### src/rtl/router_pkt_rx_if.sv
// Source-side and FIFO-side signals of the router packet receiver.
// master = source driver / FIFO bank view, slave = receiver view.
interface router_pkt_rx_if #(
    parameter int NUM_DEST = 3,
    parameter int CNT_W    = 16
);
    logic [7:0]          data_in;
    logic                pkt_vld;
    logic [NUM_DEST-1:0] fifo_full;
    logic                busy;
    logic                error;
    logic [7:0]          dout;
    logic [NUM_DEST-1:0] write_enb;
    logic [CNT_W-1:0]    pkt_cnt;
    logic [CNT_W-1:0]    err_cnt;

    modport master (
        output data_in, pkt_vld, fifo_full,
        input  busy, error, dout, write_enb, pkt_cnt, err_cnt
    );

    modport slave (
        input  data_in, pkt_vld, fifo_full,
        output busy, error, dout, write_enb, pkt_cnt, err_cnt
    );
endinterface

### src/rtl/router_pkt_rx.sv
// 1xN router input receiver: parses header/payload/parity and steers each byte to one FIFO write port, one cycle after acceptance.
// busy stalls the source while a header waits for room, during the CHECK cycle, and while the selected FIFO is full.
module router_pkt_rx #(
    parameter int NUM_DEST = 3,
    parameter int CNT_W    = 16
) (
    input  logic           clock,
    input  logic           reset,
    router_pkt_rx_if.slave bus
);
    typedef struct packed {
        logic [5:0] len;
        logic [1:0] dest;
    } hdr_t;

    typedef enum logic [2:0] {
        IDLE,
        WAIT_HDR,
        LOAD,
        PARITY,
        CHECK,
        DROP
    } state_t;

    state_t              state_q, state_n;
    logic [1:0]          dest_q, dest_n;
    logic [5:0]          rem_q, rem_n;
    logic [7:0]          par_q, par_n;
    logic [7:0]          hdr_q, hdr_n;
    logic                mism_q, mism_n;
    logic [7:0]          dout_q, dout_n;
    logic [NUM_DEST-1:0] wen_q, wen_n;
    logic                error_q, error_n;
    logic [CNT_W-1:0]    pkt_cnt_q, pkt_cnt_n;
    logic [CNT_W-1:0]    err_cnt_q, err_cnt_n;

    hdr_t hdr_in;
    logic cur_full;
    logic busy;
    logic accept;

    function automatic logic full_of(input logic [1:0] d, input logic [NUM_DEST-1:0] ff);
        logic f;
        f = 1'b0;
        for (int i = 0; i < NUM_DEST; i++) begin
            if (d == 2'(i)) f = ff[i];
        end
        return f;
    endfunction

    function automatic logic dest_valid(input logic [1:0] d);
        logic ok;
        ok = 1'b0;
        for (int i = 0; i < NUM_DEST; i++) begin
            if (d == 2'(i)) ok = 1'b1;
        end
        return ok;
    endfunction

    function automatic logic [NUM_DEST-1:0] onehot(input logic [1:0] d);
        logic [NUM_DEST-1:0] oh;
        oh = '0;
        for (int i = 0; i < NUM_DEST; i++) begin
            if (d == 2'(i)) oh[i] = 1'b1;
        end
        return oh;
    endfunction

    // busy depends only on registered state and the FIFO flags, never on data_in.
    always_comb begin
        hdr_in   = hdr_t'(bus.data_in);
        cur_full = full_of(dest_q, bus.fifo_full);
        case (state_q)
            WAIT_HDR, CHECK: busy = 1'b1;
            LOAD, PARITY:    busy = cur_full;
            default:         busy = 1'b0;
        endcase
        accept = bus.pkt_vld && !busy;
    end

    always_comb begin
        state_n   = state_q;
        dest_n    = dest_q;
        rem_n     = rem_q;
        par_n     = par_q;
        hdr_n     = hdr_q;
        mism_n    = mism_q;
        dout_n    = dout_q;
        wen_n     = '0;
        error_n   = error_q;
        pkt_cnt_n = pkt_cnt_q;
        err_cnt_n = err_cnt_q;

        case (state_q)
            IDLE: begin
                if (accept) begin
                    dest_n  = hdr_in.dest;
                    rem_n   = hdr_in.len;
                    par_n   = bus.data_in;
                    hdr_n   = bus.data_in;
                    error_n = 1'b0;
                    if (!dest_valid(hdr_in.dest) || hdr_in.len == 6'd0) begin
                        state_n = DROP;
                    end else if (full_of(hdr_in.dest, bus.fifo_full)) begin
                        state_n = WAIT_HDR;
                    end else begin
                        dout_n  = bus.data_in;
                        wen_n   = onehot(hdr_in.dest);
                        state_n = LOAD;
                    end
                end
            end

            WAIT_HDR: begin
                if (!cur_full) begin
                    dout_n  = hdr_q;
                    wen_n   = onehot(dest_q);
                    state_n = LOAD;
                end
            end

            LOAD: begin
                if (accept) begin
                    dout_n = bus.data_in;
                    wen_n  = onehot(dest_q);
                    par_n  = par_q ^ bus.data_in;
                    rem_n  = rem_q - 6'd1;
                    if (rem_q == 6'd1) state_n = PARITY;
                end
            end

            PARITY: begin
                if (accept) begin
                    dout_n  = bus.data_in;
                    wen_n   = onehot(dest_q);
                    mism_n  = (bus.data_in != par_q);
                    state_n = CHECK;
                end
            end

            CHECK: begin
                if (mism_q) begin
                    error_n   = 1'b1;
                    err_cnt_n = err_cnt_q + CNT_W'(1);
                end else begin
                    pkt_cnt_n = pkt_cnt_q + CNT_W'(1);
                end
                state_n = IDLE;
            end

            DROP: begin
                // Bytes are swallowed until the source drops pkt_vld.
                if (!bus.pkt_vld) begin
                    error_n   = 1'b1;
                    err_cnt_n = err_cnt_q + CNT_W'(1);
                    state_n   = IDLE;
                end
            end

            default: state_n = IDLE;
        endcase
    end

    always_ff @(posedge clock) begin
        if (reset) begin
            state_q   <= IDLE;
            dest_q    <= '0;
            rem_q     <= '0;
            par_q     <= '0;
            hdr_q     <= '0;
            mism_q    <= 1'b0;
            dout_q    <= 8'h00;
            wen_q     <= '0;
            error_q   <= 1'b0;
            pkt_cnt_q <= '0;
            err_cnt_q <= '0;
        end else begin
            state_q   <= state_n;
            dest_q    <= dest_n;
            rem_q     <= rem_n;
            par_q     <= par_n;
            hdr_q     <= hdr_n;
            mism_q    <= mism_n;
            dout_q    <= dout_n;
            wen_q     <= wen_n;
            error_q   <= error_n;
            pkt_cnt_q <= pkt_cnt_n;
            err_cnt_q <= err_cnt_n;
        end
    end

    assert property (@(posedge clock) $onehot0(wen_q));

    assign bus.busy      = busy;
    assign bus.error     = error_q;
    assign bus.dout      = dout_q;
    assign bus.write_enb = wen_q;
    assign bus.pkt_cnt   = pkt_cnt_q;
    assign bus.err_cnt   = err_cnt_q;
endmodule
### src/flat_wrapper.sv
// flat-port wrapper written by rule: the top's interface ports become plain ports
module router_pkt_rx_flat 
#(
    parameter int NUM_DEST = 3,
    parameter int CNT_W    = 16
)
  (clock, reset, bus_data_in, bus_pkt_vld, bus_fifo_full, bus_busy, bus_error, bus_dout, bus_write_enb, bus_pkt_cnt, bus_err_cnt);
  router_pkt_rx_if #(.NUM_DEST(NUM_DEST), .CNT_W(CNT_W)) bus_i ();
  input  logic clock;
  input  logic reset;
  input wire logic [$bits(bus_i.data_in)-1:0] bus_data_in;
  input wire logic [$bits(bus_i.pkt_vld)-1:0] bus_pkt_vld;
  input wire logic [$bits(bus_i.fifo_full)-1:0] bus_fifo_full;
  output wire logic [$bits(bus_i.busy)-1:0] bus_busy;
  output wire logic [$bits(bus_i.error)-1:0] bus_error;
  output wire logic [$bits(bus_i.dout)-1:0] bus_dout;
  output wire logic [$bits(bus_i.write_enb)-1:0] bus_write_enb;
  output wire logic [$bits(bus_i.pkt_cnt)-1:0] bus_pkt_cnt;
  output wire logic [$bits(bus_i.err_cnt)-1:0] bus_err_cnt;
  assign bus_i.data_in = bus_data_in;
  assign bus_i.pkt_vld = bus_pkt_vld;
  assign bus_i.fifo_full = bus_fifo_full;
  assign bus_busy = bus_i.busy;
  assign bus_error = bus_i.error;
  assign bus_dout = bus_i.dout;
  assign bus_write_enb = bus_i.write_enb;
  assign bus_pkt_cnt = bus_i.pkt_cnt;
  assign bus_err_cnt = bus_i.err_cnt;
  router_pkt_rx #(.NUM_DEST(NUM_DEST), .CNT_W(CNT_W)) u_core (.clock(clock), .reset(reset), .bus(bus_i));
endmodule
### config.mk
export PLATFORM = sky130hd
export DESIGN_NAME = router_pkt_rx_flat
export DESIGN_NICKNAME = d
export VERILOG_FILES = /design/src/rtl/router_pkt_rx_if.sv /design/src/rtl/router_pkt_rx.sv /design/src/flat_wrapper.sv
export SDC_FILE = /design/constraint.sdc
export NUM_CORES = 1
export LEC_CHECK = 0
export CORE_ASPECT_RATIO = 1.2
export CORE_UTILIZATION = 50
export CTS_CLUSTER_DIAMETER = 120
export CTS_CLUSTER_SIZE = 28
export DETAILED_ROUTE_END_ITERATION = 12
export GPL_TIMING_DRIVEN = 1
export PLACE_DENSITY = 0.76
export SLEW_MARGIN = 20
export SYNTH_ARGS = -nofsm -noshare
export SYNTH_HDL_FRONTEND = slang
export SYNTH_SLANG_ARGS = --single-unit
### constraint.sdc
create_clock -name clock -period 5.6 [get_ports clock]
set_clock_uncertainty 0.2 [all_clocks]
set_input_delay 1.4 -clock clock [delete_from_list [all_inputs] [get_ports clock]]
set_output_delay 1.4 -clock clock [all_outputs]
set_load 0.01 [all_outputs]
==> metrics.csv, run 1 <==
stage;metric;value;unit
yosys;YS warnings;0;
global_route;initial antenna violation count;0;
clock_network;# hold bufs at CTS;0;
yosys;Mean Syn Cell Area;8.22;um^2
yosys;register area share after synthesis;0.391;
yosys;EDFF count, synth;0;
timing;worst setup margin;0.640;ns
clock_network;clk slew on worst S/H paths;0.07;ns
clock_network;Post-CTS Setup Bufs;0;
layout;share of layout cells above drive strength 1;0.0708;
clock_network;CTS Root Cell;clkbuf_8;
place;DPL Wire Length;5.53;mm
clock_network;Resized Gates After CTS;0;
layout;Design Area, Final;0.00434;mm^2
yosys;Main synth FF type;dfxtp_1;
routing;WL final;8.18;mm
global_route;largest net degree at the start of global routing;41;
yosys;Distinct cells, synth;57;
yosys;cells after synthesis;436;
yosys;synth top area cells;dfxtp_1 (39%), xor2_1 (6.4%), a21oi_1 (5.6%);
clock_network;H-tree depth;3;
global_route;vias in the first global route;3069;
routing;Vias;3235;
layout;# diodes;0;
power_and_ir_drop;overall power;1380;uW
layout;area grow syn2layout;21.2;%
routing;First DRT Iteration DRCs;269;
worst_setup_path;reg2reg path depth;5;
yosys;Async SR Flop Fraction;0;
power_and_ir_drop;Lkg Pwr;0.00157;uW
hold_path;Hold EP;u_core.hdr_q[7]$_SDFFE_PP0P_;
timing;Final setup viols;0;
worst_setup_path;Critical R2R Capture;u_core.bus.dout[3]$_SDFFE_PP0P_;
floorplanning;core area;0.00690;mm^2
yosys;Synth Cell Area;0.00358;mm^2
floorplanning;height of the die;94.8;um
place;placed instance area;0.00412;mm^2
place;GP Congestion;0.852;
timing;Achievable Freq;202;MHz
hold_path;Hold/Removal Path Class;register to register;
global_route;Overflow after GRT;0;
clock_network;CTS tree;done;
yosys;Net Count, Synth;454;
timing;crit share post-route;0.886;
hold_path;hold depth;2;
layout;nets;493;
layout;final core utilization;0.630;
timing;post-layout min period;4.96;ns
timing;Hold Fails Final Rpt;0;
global_route;first-pass GRT wire length;13.6;mm
floorplanning;die area;0.00751;mm^2
clock_network;CTS buffer count;9;
power_and_ir_drop;Max VDD drop;0.000159;V
worst_setup_path;r2r setup slk;3.02;ns
worst_setup_path;reg-to-reg startpoint;u_core.state_q[1]$_SDFFE_PP0P_;
global_route;GR Util All Layers;0.233;
job;Max-cap violations;0;
worst_setup_path;CP required;4.00;ns
routing;Initial DRT Pass Iterations;4;
yosys;share of the synthesized area in the top cell type;0.391;
clock_network;Clock Tree Buf Depth;2;
worst_setup_path;CP Class;input port to output port;
outcome;status;finished clean;
floorplanning;Initial Util;0.520;
timing;post-route setup TNS;0;ns
yosys;Yosys top cell by area;dfxtp_1;
worst_setup_path;CP arrival;3.36;ns
worst_setup_path;Worst setup EP type;output port;
routing;Post-route DRC;0;
worst_setup_path;CP startpoint kind;input port;
timing;Final Max Tran Viols;0;
routing;wire per inst;14.4;um
floorplanning;die width;79.3;um
worst_setup_path;Critical Path Fanout Max;12;
timing;Slew @ Worst Pin;1.14;ns
power_and_ir_drop;P per Cell Area;317;mW/mm^2
clock_network;worst skew pair latency;0.35;ns
clock_network;Num Clock Sinks;70;
floorplanning;number of cell rows;33;
timing;RSZ-0062 raised after global routing;no;
routing;Post-DRT Antenna Nets;0;
hold_path;Hold Startpoint;u_core.hdr_q[7]$_SDFFE_PP0P_;
place;dpl ws;0.642;ns
floorplanning;IO Pins;59;
yosys;#FFs+latches synth;70;
routing;DR vias/cell;5.71;
place;# port buffers;58;
timing;Relative slew margins;0.243;
[logic make-up (layout without fill, tap and decap cells)]
| family | Yosys count | count (layout) | synth area share |
|---|---|---|---|
| and+or+nand+nor | 175 | 175 | 0.252 |
| AOI/OAI and AO/OA | 102 | 102 | 0.177 |
| DFF | 70 | 70 | 0.391 |
| buffers and inverters | 41 | 85 | 0.0541 |
| xor gates and xnor gates | 33 | 33 | 0.0806 |
| muxes | 11 | 11 | 0.0321 |
| adders and majority gates | 4 | 4 | 0.0140 |
[flip-flops by register name (all words and copies together) (netlist names)]
name	count
u_core.bus.pkt_cnt	16
u_core.mism_q	1
u_core.hdr_q	8
u_core.rem_q	6
u_core.bus.write_enb	3
u_core.state_q	3
u_core.par_q	8
u_core.bus.dout	8
u_core.bus.error	1
u_core.bus.err_cnt	16
[worst max-delay path by stage]
stage | from | to | depth (start not counted) | slack [ns]
after floorplan | bus_fifo_full[1] | bus_busy | 5 | 1.84
after global placement | bus_fifo_full[1] | bus_busy | 6 | 0.68
after detailed placement | bus_fifo_full[1] | bus_busy | 6 | 0.64
after CTS | bus_fifo_full[1] | bus_busy | 6 | 0.66
after global routing | bus_fifo_full[1] | bus_busy | 6 | 0.46
final | bus_fifo_full[1] | bus_busy | 6 | 0.64
[cell usage after synthesis (4+ instances only)]
cell and n:
mux2i_1 10, or3_1 8, inv_1 9, a311oi_1 7
a211oi_1 6, and3_1 7, a31oi_1 4, nand4_1 11
o21ai_0 25, nor2_1 49, ha_1 4, o22ai_1 4
nand2_1 41, xnor2_1 7, nor3_1 8, xor2_1 26
a21oi_1 40, nand3_1 22, clkbuf_1 19, buf_2 5
dfxtp_1 70
[critical path, stage by stage]
cell and delay (ns):
clkdlybuf4s50_1 0.49, mux2i_1 0.10, o21ai_2 0.46, a211oi_1 0.15, a21oi_1 0.20, clkdlybuf4s50_1 0.56
[power breakdown]
part / internal [uW] / leakage, uW / switching [uW] / total, uW
Sequential: 540 / 0.000570 / 50.6 / 590
Clock: 264 / 0.000110 / 195 / 459
Combinational: 140 / 0.000892 / 186 / 326
[placed cells by master, fill, tap and decap left out, types with 2 or more instances in the layout]
cell type,instances
dfxtp_1,70
clkdlybuf4s50_1,57
nor2_1,49
nand2_1,41
a21oi_1,40
xor2_1,26
o21ai_0,25
nand3_1,22
nand4_1,11
mux2i_1,10
clkbuf_8,10
inv_1,9
or3_1,8
nor3_1,8
xnor2_1,7
and3_1,7
a311oi_1,7
a211oi_1,6
a31oi_1,4
o22ai_1,4
ha_1,4
or2_2,3
nor2b_1,3
and4_1,3
nand3b_1,2
nor2_2,2
a21o_1,2
o211ai_1,2
a221oi_1,2
nand2b_1,2
a32oi_1,2
nor4_1,2
bufinv_16,2
[per-layer routing]
layer  vias to the layer above  track usage  wire (um)
li1                       1610            -          -
met1                      1505        0.262       3490
met2                        95        0.392       3930
met3                        25       0.0531        484
met4                         0        0.155        289
met5                         -            0          0
[stage by stage]
stage                     std cells  hold slack [ns]
after floorplan                 436            0.236
after global placement          551            0.242
after detailed placement        551            0.248
after CTS                       567            0.262
after global routing            567            0.292
final                           567            0.262
[cell type report]
cell class	count	area, um^2
Multi-Input combinational cell	325	1990
Sequential cell	70	1400
Timing Repair Buffer	59	583
Clock buffer	11	141
Fill cell	601	2550
Inverter	10	37.5
Clock inverter	5	81.3
Tap cell	87	109
No activity file was read; power rests on OpenSTA's default activity.
==> run 2: changes to the inputs <==
--- a/config.mk
+++ b/config.mk
@@ -8,7 +8,7 @@
 export CORE_ASPECT_RATIO = 1.2
 export CORE_UTILIZATION = 50
 export CTS_CLUSTER_DIAMETER = 120
-export CTS_CLUSTER_SIZE = 28
+export CTS_CLUSTER_SIZE = 14
 export DETAILED_ROUTE_END_ITERATION = 12
 export GPL_TIMING_DRIVEN = 1
 export PLACE_DENSITY = 0.76
==> results of run 2 <==
The final DEF is identical to that of run 1; final timing and power are the same.
==> run 3: changes to the inputs <==
--- a/config.mk
+++ b/config.mk
@@ -11,7 +11,9 @@
 export CTS_CLUSTER_SIZE = 14
 export DETAILED_ROUTE_END_ITERATION = 12
 export GPL_TIMING_DRIVEN = 1
-export PLACE_DENSITY = 0.76
+export HOLD_SLACK_MARGIN = 0.02
+export PLACE_DENSITY_LB_ADDON = 0.25
+export SKIP_LAST_GASP = 1
 export SLEW_MARGIN = 20
 export SYNTH_ARGS = -nofsm -noshare
 export SYNTH_HDL_FRONTEND = slang
==> run 3 against run 2 <==
Compared with the run above: die area unchanged; critical path type unchanged; largest cell class unchanged; combinational power about the same; register-to-register slack improved by 0.02 ns.
==> metrics.csv, run 3 (synthesized netlist as in run 1, its figures left out) <==
stage;metric;value;unit;change
global_route;first-pass GRT wire length;13.8;mm;+1.3%
place;GP Congestion;0.816;;-4.2%
global_route;Overflow after GRT;0;;unchanged
timing;Achievable Freq;203;MHz;+0.51%
clock_network;Post-CTS Setup Bufs;0;;unchanged
timing;post-route setup TNS;0;ns;unchanged
worst_setup_path;CP startpoint kind;input port;;
floorplanning;core area;0.00690;mm^2;unchanged
global_route;largest net degree at the start of global routing;43;;+4.9%
floorplanning;IO Pins;59;;unchanged
clock_network;clk slew on worst S/H paths;0.07;ns;about the same
clock_network;Clock Tree Buf Depth;2;;unchanged
worst_setup_path;Critical Path Fanout Max;12;;unchanged
worst_setup_path;cell mode on critical path;clkdlybuf4s50_1;;
floorplanning;number of cell rows;33;;unchanged
worst_setup_path;CP Class;input port to output port;;
layout;final core utilization;0.635;;+0.00562
clock_network;# hold bufs at CTS;0;;unchanged
layout;most frequent cells in the layout;dfxtp_1 (70), clkdlybuf4s50_1 (57), nor2_1 (49);;
timing;worst setup margin;0.665;ns;+0.0253 ns
layout;nets;493;;unchanged
power_and_ir_drop;overall power;1450;uW;+5.7%
place;DPL Wire Length;5.46;mm;-1.3%
clock_network;Resized Gates After CTS;0;;unchanged
timing;Hold Fails Final Rpt;0;;unchanged
hold_path;Hold Startpoint;u_core.hdr_q[3]$_SDFFE_PP0P_;;
worst_setup_path;Critical path origin;bus_fifo_full[1];;
layout;share of layout cells above drive strength 1;0.0708;;unchanged
floorplanning;die width;79.3;um;unchanged
floorplanning;die area;0.00751;mm^2;unchanged
power_and_ir_drop;Lkg Pwr;0.00159;uW;+1.3%
timing;crit share post-route;0.881;;-0.00453
routing;Post-route DRC;0;;unchanged
power_and_ir_drop;P per Cell Area;332;mW/mm^2;+4.8%
hold_path;Hold/Removal Path Class;register to register;;
routing;Vias;3229;;-0.19%
global_route;GR Util All Layers;0.233;;about the same
floorplanning;Initial Util;0.520;;unchanged
clock_network;CTS Root Cell;clkbuf_8;;
clock_network;Num Clock Sinks;70;;unchanged
place;dpl ws;0.681;ns;+0.0386 ns
worst_setup_path;Crit path largest cell delay;0.56;ns;about the same
routing;Post-DRT Antenna Nets;0;;unchanged
timing;Slew @ Worst Pin;1.13;ns;-0.00955 ns
routing;Initial DRT Pass Iterations;4;;unchanged
worst_setup_path;reg-to-reg startpoint;u_core.state_q[1]$_SDFFE_PP0P_;;
routing;First DRT Iteration DRCs;223;;-17%
job;Max-cap violations;0;;unchanged
clock_network;H-tree depth;3;;unchanged
worst_setup_path;critical path's slowest cell;clkdlybuf4s50_1;;
layout;commonest non-fill, non-tap cell in the layout;dfxtp_1;;
worst_setup_path;CP arrival;3.33;ns;-0.03 ns
timing;RSZ-0062 raised after global routing;no;;
timing;Final Max Tran Viols;0;;unchanged
routing;WL final;8.33;mm;+1.7%
worst_setup_path;CP required;4.00;ns;about the same
layout;# diodes;0;;unchanged
clock_network;worst skew pair latency;0.35;ns;about the same
floorplanning;height of the die;94.8;um;unchanged
routing;wire per inst;14.7;um;+1.7%
clock_network;CTS tree;done;;
worst_setup_path;critical path, cell by cell;clkdlybuf4s50_1 > mux2i_1 > o21ai_2 > a211oi_1 > a21oi_1 > clkdlybuf4s50_1;;
outcome;status;finished clean;;
place;# port buffers;58;;unchanged
power_and_ir_drop;Max VDD drop;0.000170;V;+6.9%
clock_network;CTS buffer count;9;;unchanged
routing;DR vias/cell;5.69;;-0.19%
global_route;vias in the first global route;3013;;-1.8%
timing;Fin Hold WS;0.259;ns;-0.00227 ns
worst_setup_path;Worst setup EP type;output port;;
timing;Relative slew margins;0.249;;+0.00636
timing;post-layout min period;4.93;ns;-0.0253 ns
global_route;initial antenna violation count;0;;unchanged
timing;Final setup viols;0;;unchanged
layout;area grow syn2layout;22.2;%;
[run 3: cell type report]
type | instances | area, um^2
clock inverter | 6 | 134
inverter | 10 | 37.5
multi-input combinational | 325 | 1990
tap | 87 | 109
clock buffer | 10 | 128
timing repair buffer | 59 | 583
sequential | 70 | 1400
fill | 589 | 2510
[run 3: routing by layer]
metal  global-route usage  part of all wire
met5                    0                 0
met2                0.405              0.50
met4                0.108             0.012
met3               0.0319             0.046
met1                0.282              0.45
[run 3: worst paths after layout]
path	slack, ns	cells after the start	end
worst max-delay path	0.67	6	bus_busy
worst min-delay path	0.26	2	u_core.hdr_q[3]$_SDFFE_PP0P_
worst max register to register	3.04	5	u_core.bus.dout[4]$_SDFFE_PP0P_
worst min register to register	0.26	2	u_core.hdr_q[3]$_SDFFE_PP0P_
[run 3: stage by stage]
step	area [um^2]	instances
global placement	4120	551
floorplan	3580	436
finish	4380	567
CTS	4380	567
detailed placement	4120	551
global route	4380	567
[run 3: report_power, final]
part	switching, uW	internal, uW
sequential	50.9	540
combinational	187	140
clock	195	341
[run 3: worst max-delay path, delay by kind of cell]
kind            cells  cell delay [ns]
mux                 1             0.09
compound gates      3             0.78
buf+inv             2             1.05
